--- config.mk ---
export PLATFORM = sky130hd
export DESIGN_NAME = pipe_stage_reg
export DESIGN_NICKNAME = d
export VERILOG_FILES = /design/src/rtl/pipe_stage_pkg.sv /design/src/rtl/pipe_stage_slot.sv /design/src/rtl/pipe_stage_reg.sv
export SDC_FILE = /design/constraint.sdc
export NUM_CORES = 1
export LEC_CHECK = 0
export ABC_AREA = 1
export ABC_CLOCK_PERIOD_IN_PS = 2400
export CAP_MARGIN = 40
export CORE_ASPECT_RATIO = 1.25
export CORE_UTILIZATION = 42
export CTS_BUF_LIST = sky130_fd_sc_hd__clkbuf_2 sky130_fd_sc_hd__clkbuf_4 sky130_fd_sc_hd__clkbuf_8
export DETAILED_ROUTE_END_ITERATION = 8
export PLACE_DENSITY_LB_ADDON = 0.1
export REMOVE_ABC_BUFFERS = 1
export SLEW_MARGIN = 10
export SYNTH_ARGS = -nofsm -noshare
export SYNTH_HDL_FRONTEND = slang
export SYNTH_SLANG_ARGS = --single-unit
--- constraint.sdc ---
create_clock -name clk -period 2.4 [get_ports clk]
set_input_delay 0.48 -clock clk [delete_from_list [all_inputs] [get_ports clk]]
set_output_delay 0.48 -clock clk [all_outputs]
set_load 0.1 [all_outputs]
--- src/rtl/pipe_stage_pkg.sv ---
// Shared definitions for the elastic inter-stage pipeline register.
// Build option: define PIPE_SKID_EN to give every slot a skid register, so that
// in_ready comes straight from a flop.
package pipe_stage_pkg;

  // Default widths for a MIPS inter-stage latch
  localparam int PIPE_CTRL_W     = 9;
  localparam int PIPE_DATA_W     = 32;
  localparam int PIPE_NUM_DATA   = 2;
  localparam int PIPE_RD_W       = 5;
  localparam int PIPE_CNT_W      = 16;
  localparam int PIPE_MAX_STAGES = 4;

  // One beat as it travels down the chain. Packing order is ctrl, data, rd
  // (MSB to LSB), and data word 0 sits in the LSBs of the data field.
  typedef struct packed {
    logic [PIPE_CTRL_W-1:0]               ctrl;
    logic [PIPE_NUM_DATA*PIPE_DATA_W-1:0] data;
    logic [PIPE_RD_W-1:0]                 rd;
  } pipe_payload_t;

endpackage

--- src/rtl/pipe_stage_slot.sv ---
// One valid/ready handshake slot of the pipeline register chain.
// PIPE_SKID_EN defined: main + skid register; up_ready is registered (= !skid_valid),
// so there is no combinational path from dn_ready to up_ready.
// PIPE_SKID_EN undefined: a single register; up_ready = !valid || dn_ready.
// flush clears every valid bit at the next edge and takes priority over load and drain.
module pipe_stage_slot
  import pipe_stage_pkg::*;
#(
  parameter type payload_t = pipe_payload_t
)(
  input  logic     clk,
  input  logic     rst_n,
  input  logic     flush,
  input  logic     up_valid,
  output logic     up_ready,
  input  payload_t up_payload,
  output logic     dn_valid,
  input  logic     dn_ready,
  output payload_t dn_payload
);

  logic     main_valid_reg;
  logic     main_valid_next;
  payload_t main_payload_reg;
  payload_t main_payload_next;

`ifdef PIPE_SKID_EN

  logic     skid_valid_reg;
  logic     skid_valid_next;
  payload_t skid_payload_reg;
  payload_t skid_payload_next;

  // Accept whenever the skid register is free; this is a pure flop output
  assign up_ready = !skid_valid_reg;

  // Next-state: main refills from skid first (keeps order), else from upstream;
  // a beat arriving while main is stalled parks in skid
  always_comb begin
    main_valid_next   = main_valid_reg;
    main_payload_next = main_payload_reg;
    skid_valid_next   = skid_valid_reg;
    skid_payload_next = skid_payload_reg;
    if (flush) begin
      main_valid_next = 1'b0;
      skid_valid_next = 1'b0;
    end else if (!main_valid_reg || dn_ready) begin
      if (skid_valid_reg) begin
        main_valid_next   = 1'b1;
        main_payload_next = skid_payload_reg;
        skid_valid_next   = 1'b0;
      end else begin
        main_valid_next = up_valid;
        if (up_valid) begin
          main_payload_next = up_payload;
        end
      end
    end else if (up_valid && !skid_valid_reg) begin
      skid_valid_next   = 1'b1;
      skid_payload_next = up_payload;
    end
  end

  // Skid register state
  always_ff @(posedge clk or negedge rst_n) begin
    if (!rst_n) begin
      skid_valid_reg   <= 1'b0;
      skid_payload_reg <= '0;
    end else begin
      skid_valid_reg   <= skid_valid_next;
      skid_payload_reg <= skid_payload_next;
    end
  end

`else

  // Free when empty or when the held beat leaves this same cycle
  assign up_ready = !main_valid_reg || dn_ready;

  // Next-state: load on a handshake, go empty when draining with nothing new;
  // the payload of an empty slot keeps its last value
  always_comb begin
    main_valid_next   = main_valid_reg;
    main_payload_next = main_payload_reg;
    if (flush) begin
      main_valid_next = 1'b0;
    end else if (up_ready) begin
      main_valid_next = up_valid;
      if (up_valid) begin
        main_payload_next = up_payload;
      end
    end
  end

`endif

  // Main register state
  always_ff @(posedge clk or negedge rst_n) begin
    if (!rst_n) begin
      main_valid_reg   <= 1'b0;
      main_payload_reg <= '0;
    end else begin
      main_valid_reg   <= main_valid_next;
      main_payload_reg <= main_payload_next;
    end
  end

  assign dn_valid   = main_valid_reg;
  assign dn_payload = main_payload_reg;

endmodule

--- src/rtl/pipe_stage_reg.sv ---
// Elastic inter-stage pipeline register for the MIPS core (IF/ID .. MEM/WB).
// STAGES chained handshake slots carry {ctrl, data words, rd}. out_ctrl is masked to 0
// whenever no beat is presented, so a bubble cannot trigger a write-back or memory op.
// stall_cnt is a saturating count of cycles with out_valid && !out_ready.
// Build option: PIPE_SKID_EN (see pipe_stage_slot) doubles the per-slot capacity and
// registers in_ready.
module pipe_stage_reg
  import pipe_stage_pkg::*;
#(
  parameter int CTRL_W   = PIPE_CTRL_W,
  parameter int DATA_W   = PIPE_DATA_W,
  parameter int NUM_DATA = PIPE_NUM_DATA,
  parameter int RD_W     = PIPE_RD_W,
  parameter int STAGES   = 1,
  parameter int CNT_W    = PIPE_CNT_W
)(
  input  logic                       clk,
  input  logic                       rst_n,
  input  logic                       flush,
  input  logic                       in_valid,
  output logic                       in_ready,
  input  logic [CTRL_W-1:0]          in_ctrl,
  input  logic [NUM_DATA*DATA_W-1:0] in_data,
  input  logic [RD_W-1:0]            in_rd,
  output logic                       out_valid,
  input  logic                       out_ready,
  output logic [CTRL_W-1:0]          out_ctrl,
  output logic [NUM_DATA*DATA_W-1:0] out_data,
  output logic [RD_W-1:0]            out_rd,
  output logic [CNT_W-1:0]           stall_cnt
);

  // Same layout as pipe_payload_t, sized by this instance's parameters
  typedef struct packed {
    logic [CTRL_W-1:0]          ctrl;
    logic [NUM_DATA*DATA_W-1:0] data;
    logic [RD_W-1:0]            rd;
  } payload_t;

  // Element k is the upstream side of slot k; element STAGES is the output port
  logic [STAGES:0] valid_chain;
  logic [STAGES:0] ready_chain;
  payload_t        payload_chain [0:STAGES];
  payload_t        out_payload;
  logic [CNT_W-1:0] stall_cnt_reg;

  assign valid_chain[0]      = in_valid;
  assign payload_chain[0]    = {in_ctrl, in_data, in_rd};
  assign ready_chain[STAGES] = out_ready;

  generate
    for (genvar gi = 0; gi < STAGES; gi++) begin : g_slot
      pipe_stage_slot #(
        .payload_t (payload_t)
      ) u_slot (
        .clk        (clk),
        .rst_n      (rst_n),
        .flush      (flush),
        .up_valid   (valid_chain[gi]),
        .up_ready   (ready_chain[gi]),
        .up_payload (payload_chain[gi]),
        .dn_valid   (valid_chain[gi+1]),
        .dn_ready   (ready_chain[gi+1]),
        .dn_payload (payload_chain[gi+1])
      );
    end
  endgenerate

  // Nothing is taken while a flush is in progress
  assign in_ready = ready_chain[0] && !flush;

  assign out_payload = payload_chain[STAGES];
  assign out_valid   = valid_chain[STAGES];
  assign out_ctrl    = out_valid ? out_payload.ctrl : '0;
  assign out_data    = out_payload.data;
  assign out_rd      = out_payload.rd;

  // Count stalled output cycles, sticking at all-ones instead of wrapping
  always_ff @(posedge clk or negedge rst_n) begin
    if (!rst_n) begin
      stall_cnt_reg <= '0;
    end else if (out_valid && !out_ready && !(&stall_cnt_reg)) begin
      stall_cnt_reg <= stall_cnt_reg + CNT_W'(1);
    end
  end

  assign stall_cnt = stall_cnt_reg;

endmodule

Yosys cells after proc, flatten, opt, wreduce, memory -nomap -nowiden

Cells that the tools add are included.

Input port bits: 83
Word-level logic and storage cells: 21
Flip-flop bits (word level): 95
Output and inout port bits: 96

Mux-type cells: 3
$add $sub $neg: 1
Reduce and logical (&&, ||, !) cells: 11
Bitwise gates (word level): 1

Operator list:

| kind                  | count |
|---|---|
| $add 16x1->16 const B | 1 |
| $reduce_and 16->1     | 1 |
| $mux 9                | 1 |
| $logic_not 1->1       | 4 |
| $logic_and 1x1->1     | 3 |
| $reduce_and 3->1      | 1 |
| $mux 1                | 2 |
| $reduce_bool 2->1     | 1 |
| $logic_or 1x1->1      | 1 |
| $not 1->1             | 1 |

Logic depth before layout (Yosys ltp)

Depth after elaboration: 4
Mapped depth: 10
Depth with buffers taken out: 9

Cells and area by module

Synthesis repeated with hierarchy kept, for this count alone.

Cell total of the unflattened synthesis: 519
Area, all modules: 4242.8 sq um

Modules (own cells, without submodules):

| module          | instances | cells each | seq. area each (sq um) | area an instance (sq um) |
|---|---|---|---|---|
| pipe_stage_slot | 1         | 343        | 1976.9                 | 3106.7 |
| pipe_stage_reg  | 1         | 176        | 400.4                  | 1136.1 |

Worst setup path before layout

OpenSTA, ideal clock, no wires.

Path kind: flip-flop to output port
Start point: register g_slot[0].u_slot.main_valid_reg
End point: output out_ctrl[0]
Data required time: 1920 ps
Cell stages (with the launch flop): 4
Buffers on the path: 1
Data arrival time: 1844 ps
Path slack: 76 ps
Path through: dfrtp_1 buf_4 nand2_1 inv_1

Cells in the longest elaborated chain, start to end: 1

RTL lines:

| what                     | line                   | text |
|---|---|---|
| start: declaration       | pipe_stage_slot.sv:22  | `logic main_valid_reg;` |
| start signal: assignment | pipe_stage_slot.sv:103 | `main_valid_reg <= main_valid_next;` |
| $mux 9                   | pipe_stage_reg.sv:74   | `assign out_ctrl = out_valid ? out_payload.ctrl : '0;` |
| end: declaration         | pipe_stage_reg.sv:27   | `output logic [CTRL_W-1:0] out_ctrl,` |

No other way between the ends.

Worst setup path in the final report

Start point: input out_ready
End point: output in_ready

Cells in the longest elaborated chain, start to end: 2

RTL lines:

| what               | line                  | text |
|---|---|---|
| start: declaration | pipe_stage_reg.sv:26  | `input logic out_ready,` |
| $logic_or 1x1->1   | pipe_stage_slot.sv:78 | `assign up_ready = !main_valid_reg \|\| dn_ready;` |
| $logic_and 1x1->1  | pipe_stage_reg.sv:70  | `assign in_ready = ready_chain[0] && !flush;` |
| end: declaration   | pipe_stage_reg.sv:21  | `output logic in_ready,` |

No other way between the ends.

==> impl_results.md <==
* Status: finished, final reports clean
* Total power at 5.58 mW
* Clk sink count at 95
* Antenna Cells at 0
* DRC at 0
* H-tree Lvls at 3
* Area growth, synth to finish at 31.0%
* P per Cell Area at 904 mW/mm^2
* Overflow after GRT at 0
* Fin crit period at 1940 ps
* Ports at 179
* Pre-CTS setup slack at 371 ps
* Maximum VDD drop at 0.643 mV
* Slew Limit Fails at 0
* Crit Reg-Reg Endpoint: stall_cnt[8]$_DFFE_PN0P_
* FF-to-FF Start: stall_cnt[0]$_DFFE_PN0P_
* Total Wirelength at 11700 um
* Nets at 763
* Fin util at 57.3%
* Core area at 0.0108 sq mm
* Worst hold path type: in2async
* Gate count of the mapped netlist at 575
* Final Hold Fails at 0
* Area of the multi-input gates at 0.00157 sq mm
* Dpl hpwl at 8510 um
* Die span in y at 120 um
* Critical path arrival at 1460 ps
* Starting Density at 43.7%
* Avg Cell Area, Syn at 8.19 sq um
* Register area share after synthesis at 50.5%
* Layout cells sized above 1 at 19.7%
* Filler cells at 1023
* Leakage Power at 3.25 nW
* Slew HR at 56.6%
* Worst Setup End Kind: output pin
* Placed cell count at 800
* Setup ws final at 461 ps
* Tcrit/Tclk final at 80.8%
* Crit Path Class: in2out
* GR Util All Layers at 20.7%
* Resize count post-CTS at 0
* Die area at 0.0116 sq mm
* Crit path max fanout at 5
* CP startpoint kind: input pin
* Fmax at 516 MHz
* Global-route wire length before repair at 19200 um
* Unrepaired setup endpoints after global routing: false
* Worst clock skew at 10.6 ps
* Num rows at 42
* Root Buffer: clkbuf_8
* Chip width at 96.7 um
* Slew @ Worst Pin at 651 ps
* Crit path required time at 1920 ps
* Cells on worst reg2reg path at 7
* Largest register FFs at 78
* Global placer's final weighted congestion at 0.833
* CTS tree: done
* Layout Cells excl Fill at 816
* Post-CTS Hold Fix Bufs at 0
* Number of max-cap violations at 0
* Area share of the largest cell type after synthesis at 50.5%
* R2R Setup Slk at 690 ps
* Number of global-route vias before repair at 3963
* Mapped Area at 0.00471 sq mm
* First-pass DRT Iterations at 4
* Register Area at 0.00238 sq mm
* Post-synthesis register bit count at 95
* Worst-skew pair later-pin latency at 350 ps
* Post-CTS setup buffer count at 0
* Iter 0 DRT Violations at 110
* CTS Buf Count at 9
* # setup viols final at 0
* PortBufs at 178
* Pin count of the biggest net entering global routing at 52
* YS warnings at 0
* ANT nets after route at 0
* Dominant cell type by area after synthesis: dfrtp_1
* Leading post-synthesis cells by cell area: dfrtp_1 50%, nand2_1 19%, buf_4 12%
* Post-DR wirelength/cell at 14.3 um
* Final setup TNS at 0 ps
* Via count at 3898
* Synth cell types at 23
* Initial antenna violation count at 0
* Worst-path clk slew at 90 ps
* CTS max path bufs at 2
* Via density per instance at 4.78
-- synthesized netlist by cell type --
cell / n
xor2_1: 4
nand3b_1: 1
ha_1: 1
inv_4: 1
buf_1: 1
nand4_1: 5
nor2_4: 1
buf_2: 13
nor2_1: 17
buf_6: 3
buf_4: 73
inv_2: 1
nand3_1: 86
nand2_1: 234
nand2_4: 2
xnor2_1: 3
clkbuf_1: 7
nand2_2: 2
nor2_2: 1
o21ai_0: 2
dfrtp_1: 95
nor2_8: 1
inv_1: 21
-- per-stage QoR --
stage | hold slack [ps] | area (sq um)
2_1_floorplan | 184 | 4030
3_3_place_gp | 454 | 5970
3_5_place_dp | 459 | 5970
4_1_cts | 151 | 6170
5_1_grt | 174 | 6170
6_report | 128 | 6170
-- cell families (layout without fill, tap and decap cells) --
logic type / count (synthesis) / count (layout) / synth area share, %
simple gates: 350 / 350 / 31.5
buf+inv: 120 / 229 / 16.3
xor+xnor: 7 / 7 / 1.30
flops: 95 / 95 / 50.5
compound gates: 2 / 2 / 0.212
fa+ha+maj: 1 / 1 / 0.266
-- power by group --
part           switching (mW)  total [mW]  internal [mW]  leakage (nW)
logic                    1.98        2.54          0.556          1.95
clock network           0.544        1.05          0.508         0.105
registers               0.166        1.99           1.82          1.19
total                    2.69        5.58           2.89          3.25
-- placed cells by master (no fill, tap or decap), types with 2 or more instances in the layout --
| cell | count |
|---|---|
| dfrtp_1 | 95 |
| clkbuf_4 | 2 |
| nand3_1 | 86 |
| nand2_2 | 2 |
| nand2_1 | 234 |
| clkdlybuf4s50_1 | 80 |
| xor2_1 | 4 |
| inv_1 | 21 |
| clkbuf_8 | 9 |
| clkinv_2 | 2 |
| o21ai_0 | 2 |
| buf_4 | 97 |
| nand4_1 | 5 |
| nor2_1 | 17 |
| xnor2_1 | 3 |
| nand2_4 | 2 |
| buf_12 | 12 |
-- worst max-delay path by stage --
stage                                                     start                                     endpoint  cells past startpoint
after floorplan           g_slot[0].u_slot.dn_valid$_DFFE_PN0P_   g_slot[0].u_slot.dn_payload[0]$_DFFE_PN0P_                      6
after global placement                                out_ready  g_slot[0].u_slot.dn_payload[24]$_DFFE_PN0P_                      8
after detailed placement                              out_ready  g_slot[0].u_slot.dn_payload[52]$_DFFE_PN0P_                      8
after CTS                 g_slot[0].u_slot.dn_valid$_DFFE_PN0P_                                     in_ready                      4
after global routing      g_slot[0].u_slot.dn_valid$_DFFE_PN0P_                                     in_ready                      4
final                                                 out_ready                                     in_ready                      6
-- worst max-delay path: stages --
cell             delay [ps]
clkdlybuf4s50_1         450
inv_1                    60
nand2_4                  90
inv_4                    60
nor2_8                  120
buf_12                  190
-- metal layers --
metal | wire (um) | global-route usage [%] | share of wire [%]
met5 | 0 | 0 | 0
met4 | 229 | 7.28 | 2.0
met3 | 883 | 6.07 | 7.6
met2 | 5960 | 36.0 | 51
met1 | 4600 | 24.4 | 39
-- area by class of cell --
type | instances | area share (%)
inverters | 23 | 1.44
flip-flops and latches | 95 | 38.5
clock buffers | 11 | 2.25
clock inverters | 5 | 0.933
repair buffers | 190 | 28.8
well taps | 132 | 2.68
multi-input cells | 360 | 25.4
Note: power is estimated with default switching activity, not from simulation.
